--- src/rtl/uart_pkg.sv ---
// Shared types and defaults for the UART receiver.
package uart_pkg;

  localparam int unsigned OVERSAMPLE_DEFAULT = 16;
  localparam int unsigned DATA_BITS_DEFAULT  = 8;

  typedef enum logic [1:0] {
    IDLE,
    START,
    DATA,
    STOP
  } rx_state_e;

endpackage

--- src/rtl/uart_rx_sync.sv ---
// Two-flop synchronizer for the serial input; built only with UART_RX_SYNC_EN.
`ifdef UART_RX_SYNC_EN
module uart_rx_sync (
  input  logic bclk,
  input  logic rst,
  input  logic rx_data,
  output logic rx_sync
);

  logic [1:0] sync_q, sync_d;

  always_comb sync_d = {sync_q[0], rx_data};

  // Reset to the idle (high) line level so no spurious start is seen.
  always_ff @(posedge bclk or negedge rst) begin
    if (!rst) sync_q <= '1;
    else      sync_q <= sync_d;
  end

  assign rx_sync = sync_q[1];

endmodule
`endif

--- src/rtl/uart_receiver.sv ---
// Oversampling UART receiver (start, DATA_BITS LSB-first, one stop bit).
// Define UART_RX_SYNC_EN to put a 2-flop synchronizer in front of the FSM.
module uart_receiver
  import uart_pkg::*;
#(
  parameter int unsigned OVERSAMPLE = OVERSAMPLE_DEFAULT,
  parameter int unsigned DATA_BITS  = DATA_BITS_DEFAULT
) (
  input  logic                 bclk,
  input  logic                 rst,
  input  logic                 rx_data,
  input  logic                 rd_en,
  output logic [DATA_BITS-1:0] RBR,
  output logic                 rx_ready,
  output logic                 rx_status,
  output logic                 frame_err,
  output logic                 overrun
);

  localparam int unsigned TICK_W = $clog2(OVERSAMPLE);
  localparam int unsigned BIT_W  = (DATA_BITS > 1) ? $clog2(DATA_BITS) : 1;
  localparam logic [TICK_W-1:0] HALF_TICK = TICK_W'(OVERSAMPLE / 2 - 1);
  localparam logic [TICK_W-1:0] LAST_TICK = TICK_W'(OVERSAMPLE - 1);
  localparam logic [BIT_W-1:0]  LAST_BIT  = BIT_W'(DATA_BITS - 1);

  rx_state_e            state_q, state_d;
  logic [TICK_W-1:0]    tick_q, tick_d;
  logic [BIT_W-1:0]     bit_q, bit_d;
  logic [DATA_BITS-1:0] shift_q, shift_d;
  logic [DATA_BITS-1:0] rbr_q, rbr_d;
  logic                 ready_q, ready_d;
  logic                 ferr_q, ferr_d;
  logic                 ovr_q, ovr_d;
  logic                 armed_q, armed_d;
  logic                 line, line_ok;
  logic                 busy, sample_bit, frame_done;

`ifdef UART_RX_SYNC_EN
  logic [1:0] settle_q, settle_d;

  uart_rx_sync u_sync (
    .bclk    (bclk),
    .rst     (rst),
    .rx_data (rx_data),
    .rx_sync (line)
  );

  // The synchronizer's reset value is not a real sample of the line, so
  // arming waits until both stages hold genuine samples.
  always_comb settle_d = {settle_q[0], 1'b1};

  always_ff @(posedge bclk or negedge rst) begin
    if (!rst) settle_q <= '0;
    else      settle_q <= settle_d;
  end

  assign line_ok = settle_q[1];
`else
  assign line    = rx_data;
  assign line_ok = 1'b1;
`endif

  always_ff @(posedge bclk or negedge rst) begin
    if (!rst) state_q <= IDLE;
    else      state_q <= state_d;
  end

  always_comb begin
    state_d = state_q;
    unique case (state_q)
      IDLE:  if (armed_q && !line) state_d = START;
      START: if (tick_q == HALF_TICK) state_d = line ? IDLE : DATA;
      DATA:  if (tick_q == LAST_TICK && bit_q == LAST_BIT) state_d = STOP;
      STOP:  if (tick_q == LAST_TICK) state_d = IDLE;
      default: state_d = IDLE;
    endcase
  end

  always_comb begin
    busy       = (state_q != IDLE);
    sample_bit = (state_q == DATA) && (tick_q == LAST_TICK);
    frame_done = (state_q == STOP) && (tick_q == LAST_TICK);
  end

  always_comb begin
    tick_d = (!busy || tick_q == LAST_TICK || state_d != state_q) ? '0 : tick_q + 1'b1;
    bit_d  = (state_q == DATA) ? (sample_bit ? bit_q + 1'b1 : bit_q) : '0;

    shift_d = shift_q;
    if (sample_bit) shift_d[bit_q] = line;

    armed_d = armed_q | (line & line_ok);

    rbr_d  = frame_done ? shift_q : rbr_q;
    ferr_d = frame_done ? ~line : ferr_q;

    // A completion wins over a simultaneous read, and that read also
    // acknowledges any earlier overrun.
    ready_d = frame_done ? 1'b1 : (rd_en ? 1'b0 : ready_q);
    ovr_d   = rd_en ? 1'b0 : (ovr_q | (frame_done & ready_q));
  end

  always_ff @(posedge bclk or negedge rst) begin
    if (!rst) begin
      tick_q  <= '0;
      bit_q   <= '0;
      shift_q <= '0;
      rbr_q   <= '0;
      ready_q <= 1'b0;
      ferr_q  <= 1'b0;
      ovr_q   <= 1'b0;
      armed_q <= 1'b0;
    end else begin
      tick_q  <= tick_d;
      bit_q   <= bit_d;
      shift_q <= shift_d;
      rbr_q   <= rbr_d;
      ready_q <= ready_d;
      ferr_q  <= ferr_d;
      ovr_q   <= ovr_d;
      armed_q <= armed_d;
    end
  end

  assign RBR       = rbr_q;
  assign rx_ready  = ready_q;
  assign rx_status = busy;
  assign frame_err = ferr_q;
  assign overrun   = ovr_q;

endmodule

--- config.mk ---
export PLATFORM = sky130hd
export DESIGN_NAME = uart_receiver
export DESIGN_NICKNAME = d
export VERILOG_FILES = /design/src/rtl/uart_pkg.sv /design/src/rtl/uart_rx_sync.sv /design/src/rtl/uart_receiver.sv
export SDC_FILE = /design/constraint.sdc
export NUM_CORES = 1
export LEC_CHECK = 0
export BUFFER_PORTS_ARGS = -buffer_cell sky130_fd_sc_hd__buf_2
export CAP_MARGIN = 20
export CORE_ASPECT_RATIO = 2
export CORE_MARGIN = 2
export CORE_UTILIZATION = 45
export CTS_BUF_LIST = sky130_fd_sc_hd__clkbuf_2
export DETAILED_ROUTE_END_ITERATION = 8
export PLACE_DENSITY = 0.6
export SLEW_MARGIN = 30
export SYNTH_ARGS = -nofsm -noshare
export SYNTH_HDL_FRONTEND = slang
export SYNTH_SLANG_ARGS = --single-unit
--- constraint.sdc ---
create_clock -name bclk -period 3.3 [get_ports bclk]
set_input_delay 0.165 -clock bclk [delete_from_list [all_inputs] [get_ports bclk]]
set_output_delay 0.165 -clock bclk [all_outputs]
set_load 0.03 [all_outputs]
# --- After elaboration in Yosys (flattened, before gate mapping) ---
# Index checks and enable logic that the tools add are counted.
op_classes:
  n_addsub: 2
  multipliers: 0
  div_mod_pow: 0
  order_cmp: 2
  eq_ne: 8
  shifts: 0
  mux: 15
  bitwise_logic: 4
  reduce_logical: 12
ops:
  columns: ["operator", "count"]
  rows:
  - ["$mux 2", 5]
  - ["$bwmux 8", 1]
  - ["$pmux 2 s4", 1]
  - ["$mux 3", 2]
  - ["$logic_and 1x1->1", 5]
  - ["$add 4x1->4 const B", 1]
  - ["$eq 2x2->1 const B", 2]
  - ["$eq 4x3->1 const B", 1]
  - ["$eq 4x4->1 const B", 1]
  - ["$lt 3x4->1 const B", 1]
  - ["$mux 1", 4]
  - ["$mux 4", 1]
  - ["$reduce_bool 2->1", 2]
  - ["$add 3x1->3 const B", 1]
  - ["$demux 1 s3", 1]
  - ["$eq 3x3->1 const B", 1]
  - ["$ge 3x1->1 const B", 1]
  - ["$eq 2x1->1 const B", 1]
  - ["$logic_not 1->1", 2]
  - ["$logic_not 2->1", 1]
  - ["$logic_or 1x1->1", 2]
  - ["$ne 2x2->1", 1]
  - ["$ne 2x2->1 const B", 1]
  - ["$or 1x1->1", 2]
  - ["2 further kinds", 2]
word_totals:
  reg_bits: 29
  latch_bits: 0
  ram_bits: 0
  romBits: 0
  input_bits: 4
  out_inout_bits: 12
  elab_cells: 52
  mem_count: 0

# --- Longest topological paths before layout ---
# Gate-level depths: netlist (run 1).
logic_depth:
  word_depth: 7
  mapped_depth: 5
  mapped_depth_nobuf: 5

# --- Worst setup path before layout (run 1) ---
# No wires, ideal clock.
synth_timing:
  path_type: "reg-to-reg"
  startpoint: "reg tick_q[0]"
  endpoint: "reg rbr_q[0], in the netlist RBR[0]"
  setup_ns: 0.125
  arrival_time_ns: 1.376
  required_time_ns: 3.175
  slack_ns: 1.799
  path_stages_with_launch: 6
  path_buffers: 1
  synth_period_minus_slack_ns: 1.501
  path_cell_list: "dfrtp_1 > ha_1 > and3_1 > buf_6 > nand3_4 > mux2_2"
synth_between:
  elab_chain_cells: 2
synth_lines:
  columns: ["element", "line", "source"]
  rows:
  - ["start, declared", "uart_receiver.sv:27", "logic [TICK_W-1:0] tick_q, tick_d;"]
  - ["start signal, assigned", "uart_receiver.sv:114", "tick_q <= tick_d;"]
  - ["$eq 4x4->1", "uart_receiver.sv:82", "frame_done = (state_q == STOP) && (tick_q == LAST_TICK);"]
  - ["$logic_and 1x1->1", "uart_receiver.sv:82", null]
  - ["end signal, assigned", "uart_receiver.sv:117", "rbr_q <= rbr_d;"]
  - ["end, declared", "uart_receiver.sv:30", "logic [DATA_BITS-1:0] rbr_q, rbr_d;"]
# Every way passes these cells.
# A chain may end at the register's enable or synchronous reset.

# --- Worst setup path in the final report (run 1) ---
layout_timing:
  startpoint: "reg tick_q[0]"
  endpoint: "reg rbr_q[3], in the netlist RBR[3]"
# The elaborated chain is that of the path after synthesis.

==> results of run 1 <==
-- synth_stat cells --
cell and n:
o21ai_0 3, or3_1 1, inv_1 3, clkbuf_8 1
nor2b_1 2, a41oi_1 1, dfrtp_1 29, nor4_1 2
or3b_2 1, or2_2 2, xor2_1 1, nand2b_1 1
buf_6 2, nor2_1 6, buf_2 1, nand2b_4 1
nand3_4 1, nand4_1 1, xnor2_1 1, a21boi_0 1
clkbuf_1 1, nand3_1 4, o22ai_1 1, nand2_1 8
a21oi_1 5, nor4bb_1 1, mux2_2 16, ha_1 3
nand4b_1 2, and4bb_2 1, and3_1 1, o32ai_1 1
nand3b_1 1
-- state kept, by name (all words and copies together) (netlist names) --
name	cells
overrun	1
state_q	2
armed_q	1
rx_ready	1
frame_err	1
RBR	8
tick_q	4
bit_q	3
shift_q	8
-- kinds of logic after synthesis --
| logic type | after synthesis |
|---|---|
| buffers and inverters | 8 |
| AND/OR/NAND/NOR | 36 |
| XOR/XNOR | 2 |
| AO/OA/AOI/OAI | 12 |
| flip-flops | 29 |
| multiplexers | 16 |
| adder cells (fa/ha/maj) | 3 |
-- critical path, delay by kind of cell, from the launching register on --
| family | cells | cell delay [ns] |
|---|---|---|
| and+or+nand+nor | 2 | 0.56 |
| DFF | 1 | 0.40 |
| muxes | 1 | 0.32 |
| adders and majority gates | 1 | 0.28 |
-- power by group through the flow --
stage               registers (mW)  logic (mW)  clock network (mW)
CTS                          0.498       0.269               0.338
global route                 0.511       0.298               0.354
floorplan                    0.495       0.231                   0
global placement             0.502       0.259                   0
detailed placement           0.506       0.265                   0
finish                       0.499       0.264               0.327
-- through the flow --
| stage | setup WS [ns] | total power [mW] | util | hold WS [ns] |
|---|---|---|---|---|
| floorplan | 1.80 | 0.726 | - | -0.131 |
| detailed placement | 1.64 | 0.771 | 0.497 | 0.229 |
| global route | 1.51 | 1.16 | 0.537 | 0.162 |
| CTS | 1.63 | 1.10 | 0.537 | 0.152 |
| finish | 1.65 | 1.09 | 0.537 | 0.156 |
| global placement | 1.66 | 0.761 | 0.497 | 0.213 |
-- area by class of cell --
class | count | area, µm²
Clock buffer | 5 | 25.0
Clock inverter | 3 | 65.1
Fill cell | 251 | 1280
Inverter | 3 | 11.3
Multi-Input combinational cell | 69 | 529
Sequential cell | 29 | 726
Tap cell | 29 | 36.3
Timing Repair Buffer | 17 | 95.1
-- timing repair --
action / 4_1_cts / 5_1_grt
buffers inserted: 0 / 0
resized for setup: 0 / 0
endpoints found under the hold margin: 30 / 0
hold buffers: 2 / 0
-- path summary, 6_finish.rpt --
kind | startpoint | to | slack [ns] | cells after the start
min in group asynchronous | rst | tick_q[2]$_DFF_PN0_ | 0.32 | 2
min | rx_data | frame_err$_DFFE_PN0P_ | 0.16 | 2
max in group asynchronous | rst | RBR[0]$_DFFE_PN0P_ | 2.56 | 2
min reg2reg | armed_q$_DFF_PN0_ | armed_q$_DFF_PN0_ | 0.48 | 1
max | tick_q[0]$_DFF_PN0_ | RBR[3]$_DFFE_PN0P_ | 1.65 | 4
max reg2reg | tick_q[0]$_DFF_PN0_ | RBR[3]$_DFFE_PN0P_ | 1.65 | 4
-- routing by layer --
metal | up-vias | share of wire
li1 | 416 | -
met1 | 438 | 0.37
met2 | 15 | 0.57
met3 | 5 | 0.039
met4 | 0 | 0.021
met5 | - | 0
==> metrics.cfg, run 1 <==
[synthesis]
synth-adder-area-share = 0.0286
synth_top_area_cell = dfrtp_1
yosysWarnings = 0
synth_nets = 113
yosysSeqAreaShare = 0.553
synth_compound_area_frac = 0.0544
syn-cell-area_um2 = 1310
syn_avg_cell_area_um2 = 12.4
ys_ff_latch = 29
post_synth_num_cell_types = 33
syn_inst = 106
synth_area_leaders = dfrtp_1, mux2_2, ha_1
synth-simple-area-share = 0.170
synth_top_cell_area_share = 0.553
synth_top_family_by_area = simple AND/OR/NAND/NOR gates
synth_mux_area_frac = 0.137
synth_xor_area_frac = 0.0134

[setup_path]
arrival_ns = 1.91
crit_type = register to register
crit_slowest_cell = dfrtp_1
crit_fanout = 9
cp-start-kind = register
cp_cell_sequence = ha_1 > and3_1 > nand3_4 > mux2_2
required_ns = 3.56
cp_slowest_stage_delay_ns = 0.40
end_kind = register

[placement]
placed_cells = 145
post-dp-hpwl_mm = 1.63
io_buffers = 15
placed_cell_area_um2 = 1380
gp_congestion = 0.821

[drt]
wire_per_inst_um = 14.3
postRouteAntennaNets = 0
drt_iter0_markers = 19
first_pass_iters = 3
remaining_drc_errors = 0
drt_wl_total_mm = 2.22
vias = 874
via_per_inst = 5.64

[clocking]
root_buffer = clkbuf_2
numCtsBuffers = 5
clockBufferDepth = 2
clock_latency_ns = 0.37
htreeDepth = 2
cts_tree = yes
numClockSinks = 29
clk_pin_slew_ns = 0.16

[die]
dieArea_um2 = 3390
die_h_um = 80.3
die_width_um = 42.2
io_pins = 16
start_util = 0.473
rows = 27
coreArea_um2 = 2770

[power]
leakage_nw = 0.708
swShare = 0.330
p_int_uw = 730
power.combinational.fraction = 0.243
clkPwrFrac = 0.300
powerDensity_nw_per_um2 = 733
p_switching_uw = 360
ir_drop_mv = 0.537
seq_power_share = 0.457

[global_route]
grt_use_met1 = 0.147
antenna_found_initial = 0
top_usage_layer = met2
grt_usage = 0.153
grt_max_degree = 30
use_met2 = 0.285
grt_pass1_wl_mm = 3.86
grtUsageMet3 = 0.0472
grt_pass1_vias = 843
grt-ovfl-total = 0

[sta]
clock-skew-final_ns = 0.0166
setup_tns_ns = 0
fmax_mhz = 606
period_share = 0.500
setup_viol = 0
hold_viol_final = 0
relSlewSlack = 0.581
maxSlewViolCount = 0
min_period_ns = 1.65
rsz0062_at_grt = false
worst-slew-pin-transition_ns = 0.628

[layout]
antennaDiodeCount = 0
area_growth_syn_to_layout_pct = 13.5
drive_gt1_frac = 0.357
final_cells = 155
final_common_cell = dfrtp_1
layout_common_cells = dfrtp_1, mux2_2, buf_2, nand2_1, nor2_1
final_area_um2 = 1490
nets = 132

[run_status]
status = finished, final reports clean

[min_path]
hp-class = primary input to register

[job]
maxCapViolCount = 0

No activity file was read; power rests on OpenSTA's default activity.
==> run 2: changes to the inputs <==
PLACE_DENSITY = 0.63   (was 0.6)
clock period = 1.44 ns   (was 3.3 ns; I/O delays follow)
==> run 2 against run 1 <==
The run now ends with negative setup slack left. Non-clock buffer count rose by 23. Register-to-register slack got worse by 1.7 ns. Clock power rose by 77%. Maximum frequency rose by 13%. Final area rose by 17%.
==> metrics.cfg, run 2 (same netlist as run 1, synthesis figures left out) <==
[drt]
drt_iter0_markers = 14  ; was 19
first_pass_iters = 4  ; was 3
drt_wl_total_mm = 2.71  ; was 2.22 mm
wire_per_inst_um = 15.2  ; was 14.3 µm
vias = 947  ; was 874
via_per_inst = 5.32  ; was 5.64
remaining_drc_errors = 0  ; unchanged
postRouteAntennaNets = 0  ; unchanged

[placement]
io_buffers = 15  ; unchanged
placed_cell_area_um2 = 1530  ; was 1380 µm²
post-dp-hpwl_mm = 1.93  ; was 1.63 mm
gp_congestion = 0.782  ; was 0.821

[run_status]
status = finished, violations left  ; was finished, final reports clean
violations = negative setup slack

[setup_path]
endpoint = shift_q[6]$_DFFE_PN0P_  ; was RBR[3]$_DFFE_PN0P_
reg2reg_depth = 5  ; was 4
critical_path.reg2reg.endpoint = shift_q[6]$_DFFE_PN0P_  ; was RBR[3]$_DFFE_PN0P_
required_ns = 1.71  ; was 3.56 ns
crit_fanout = 3  ; was 9
crit_type = register to register  ; unchanged
r2r_start = state_q[0]$_DFF_PN0_  ; was tick_q[0]$_DFF_PN0_
arrival_ns = 1.74  ; was 1.91 ns
end_kind = register  ; unchanged
cp-start-kind = register  ; unchanged
r2r_slack_ns = -0.03  ; was 1.65 ns
startpoint = state_q[0]$_DFF_PN0_  ; was tick_q[0]$_DFF_PN0_

[clocking]
clk_pin_slew_ns = 0.14  ; was 0.16 ns
numCtsBuffers = 5  ; unchanged
clock_latency_ns = 0.38  ; was 0.37 ns
numClockSinks = 29  ; unchanged
root_buffer = clkbuf_2  ; unchanged
clockBufferDepth = 2  ; unchanged
cts_tree = yes  ; unchanged
htreeDepth = 2  ; unchanged

[power]
ir_drop_mv = 0.993  ; was 0.537 mV
leakage_nw = 0.826  ; was 0.708 nW
powerDensity_nw_per_um2 = 1640  ; was 733 nW/µm²

[layout]
register_area_um2 = 728  ; was 726 µm²
multi_input_area_um2 = 591  ; was 529 µm²
area_growth_syn_to_layout_pct = 32.3  ; was 13.5%
drive_gt1_frac = 0.523  ; was 0.357
layout_common_cells = dfrtp_1, buf_4, buf_2, mux2_2, nand2_1  ; was dfrtp_1, mux2_2, buf_2, nand2_1, nor2_1
final_common_cell = dfrtp_1  ; unchanged
nets = 155  ; was 132
nFillCells = 230  ; was 251
antennaDiodeCount = 0  ; unchanged
final_area_um2 = 1740  ; was 1490 µm²

[sta]
worst-slew-pin-transition_ns = 0.634  ; was 0.628 ns
setup_slack_ns = -0.0262  ; was 1.65 ns
period_share = 1.02  ; was 0.500
setup_viol = 2  ; was 0
hold_ws_ns = 0.0820  ; was 0.156 ns
relSlewSlack = 0.577  ; was 0.581
setup_tns_ns = -0.0403  ; was 0 ns
rsz0062_at_grt = true  ; was false
maxSlewViolCount = 0  ; unchanged
clock-skew-final_ns = 0.0146  ; was 0.0166 ns
fmax_mhz = 682  ; was 606 MHz
hold_viol_final = 0  ; unchanged
min_period_ns = 1.47  ; was 1.65 ns

[global_route]
grt_max_degree = 30  ; unchanged
grt_pass1_wl_mm = 4.69  ; was 3.86 mm
grt-ovfl-total = 0  ; unchanged
grt_usage = 0.186  ; was 0.153
grt_pass1_vias = 1075  ; was 843
antenna_found_initial = 0  ; unchanged

[die]
die_h_um = 80.3  ; unchanged
io_pins = 16  ; unchanged
die_width_um = 42.2  ; unchanged
start_util = 0.473  ; unchanged
dieArea_um2 = 3390  ; unchanged
rows = 27  ; unchanged
coreArea_um2 = 2770  ; unchanged

[job]
maxCapViolCount = 0  ; unchanged

[min_path]
hp-class = primary input to register  ; unchanged

-- run 2: changes by cell type in the layout (fill, tap and decap cells not counted), moves of 3 or more --
cell and delta:
buf_4 +17, buf_6 +6, mux2_2 -3, mux2_4 +3
nor2_1 -3, nor2_2 +3
-- run 2: worst min path at each step --
stage	startpoint	endpoint	slack [ns]	depth (start not counted)
6_report	rx_data	frame_err$_DFFE_PN0P_	0.08	2
5_1_grt	rx_data	frame_err$_DFFE_PN0P_	0.07	2
4_1_cts	rx_data	frame_err$_DFFE_PN0P_	0.06	2
3_5_place_dp	rst	state_q[0]$_DFF_PN0_	0.13	1
3_3_place_gp	rst	RBR[5]$_DFFE_PN0P_	0.12	1
2_1_floorplan	rst	RBR[0]$_DFFE_PN0P_	-0.22	0
-- run 2: area by class of cell --
| class | instances | area share |
|---|---|---|
| flip-flops and latches | 29 | 0.420 |
| multi-input cells | 69 | 0.340 |
| repair buffers | 40 | 0.176 |
| well taps | 29 | 0.0209 |
| clock inverters | 2 | 0.0195 |
| clock buffers | 6 | 0.0173 |
| inverters | 3 | 0.00649 |
-- run 2: per-stage QoR --
stage                     power [mW]  instances   util  worst slack (ns)
final                           2.84        178  0.626           -0.0262
after global routing            3.02        178  0.626           -0.0803
after CTS                       2.83        178  0.614           -0.0324
after detailed placement        2.06        163  0.551           -0.0760
after global placement          2.04        163  0.551           -0.0397
after floorplan                 1.67        106      -           0.00829
-- run 2: repair_timing --
| action | CTS | global route |
|---|---|---|
| hold endpoints to repair | 31 | 0 |
| endpoints found under the setup margin | 15 | 23 |
| pin swaps | 3 | 3 |
| setup buffers | 5 | 0 |
| hold buffers | 2 | 0 |
| resized for setup | 15 | 9 |
-- run 2: worst max-delay path, stage by stage (launching register included) --
cell and delay (ns):
dfrtp_2 0.47, buf_6 0.13, buf_6 0.10, nand4b_1 0.21
nor2_2 0.16, mux2_4 0.31
-- run 2: power breakdown --
group          switching [mW]  internal [mW]
registers               0.135          0.962
logic                   0.543          0.619
clock network           0.284          0.296
total                   0.963           1.88
-- run 2: per-layer routing --
layer | global-route usage | up-vias | wire [µm]
met3 | 0.0472 | 6 | 72
met4 | 0.103 | 0 | 69
li1 | - | 458 | -
met1 | 0.171 | 470 | 991
met5 | 0 | - | 0
met2 | 0.355 | 13 | 1580
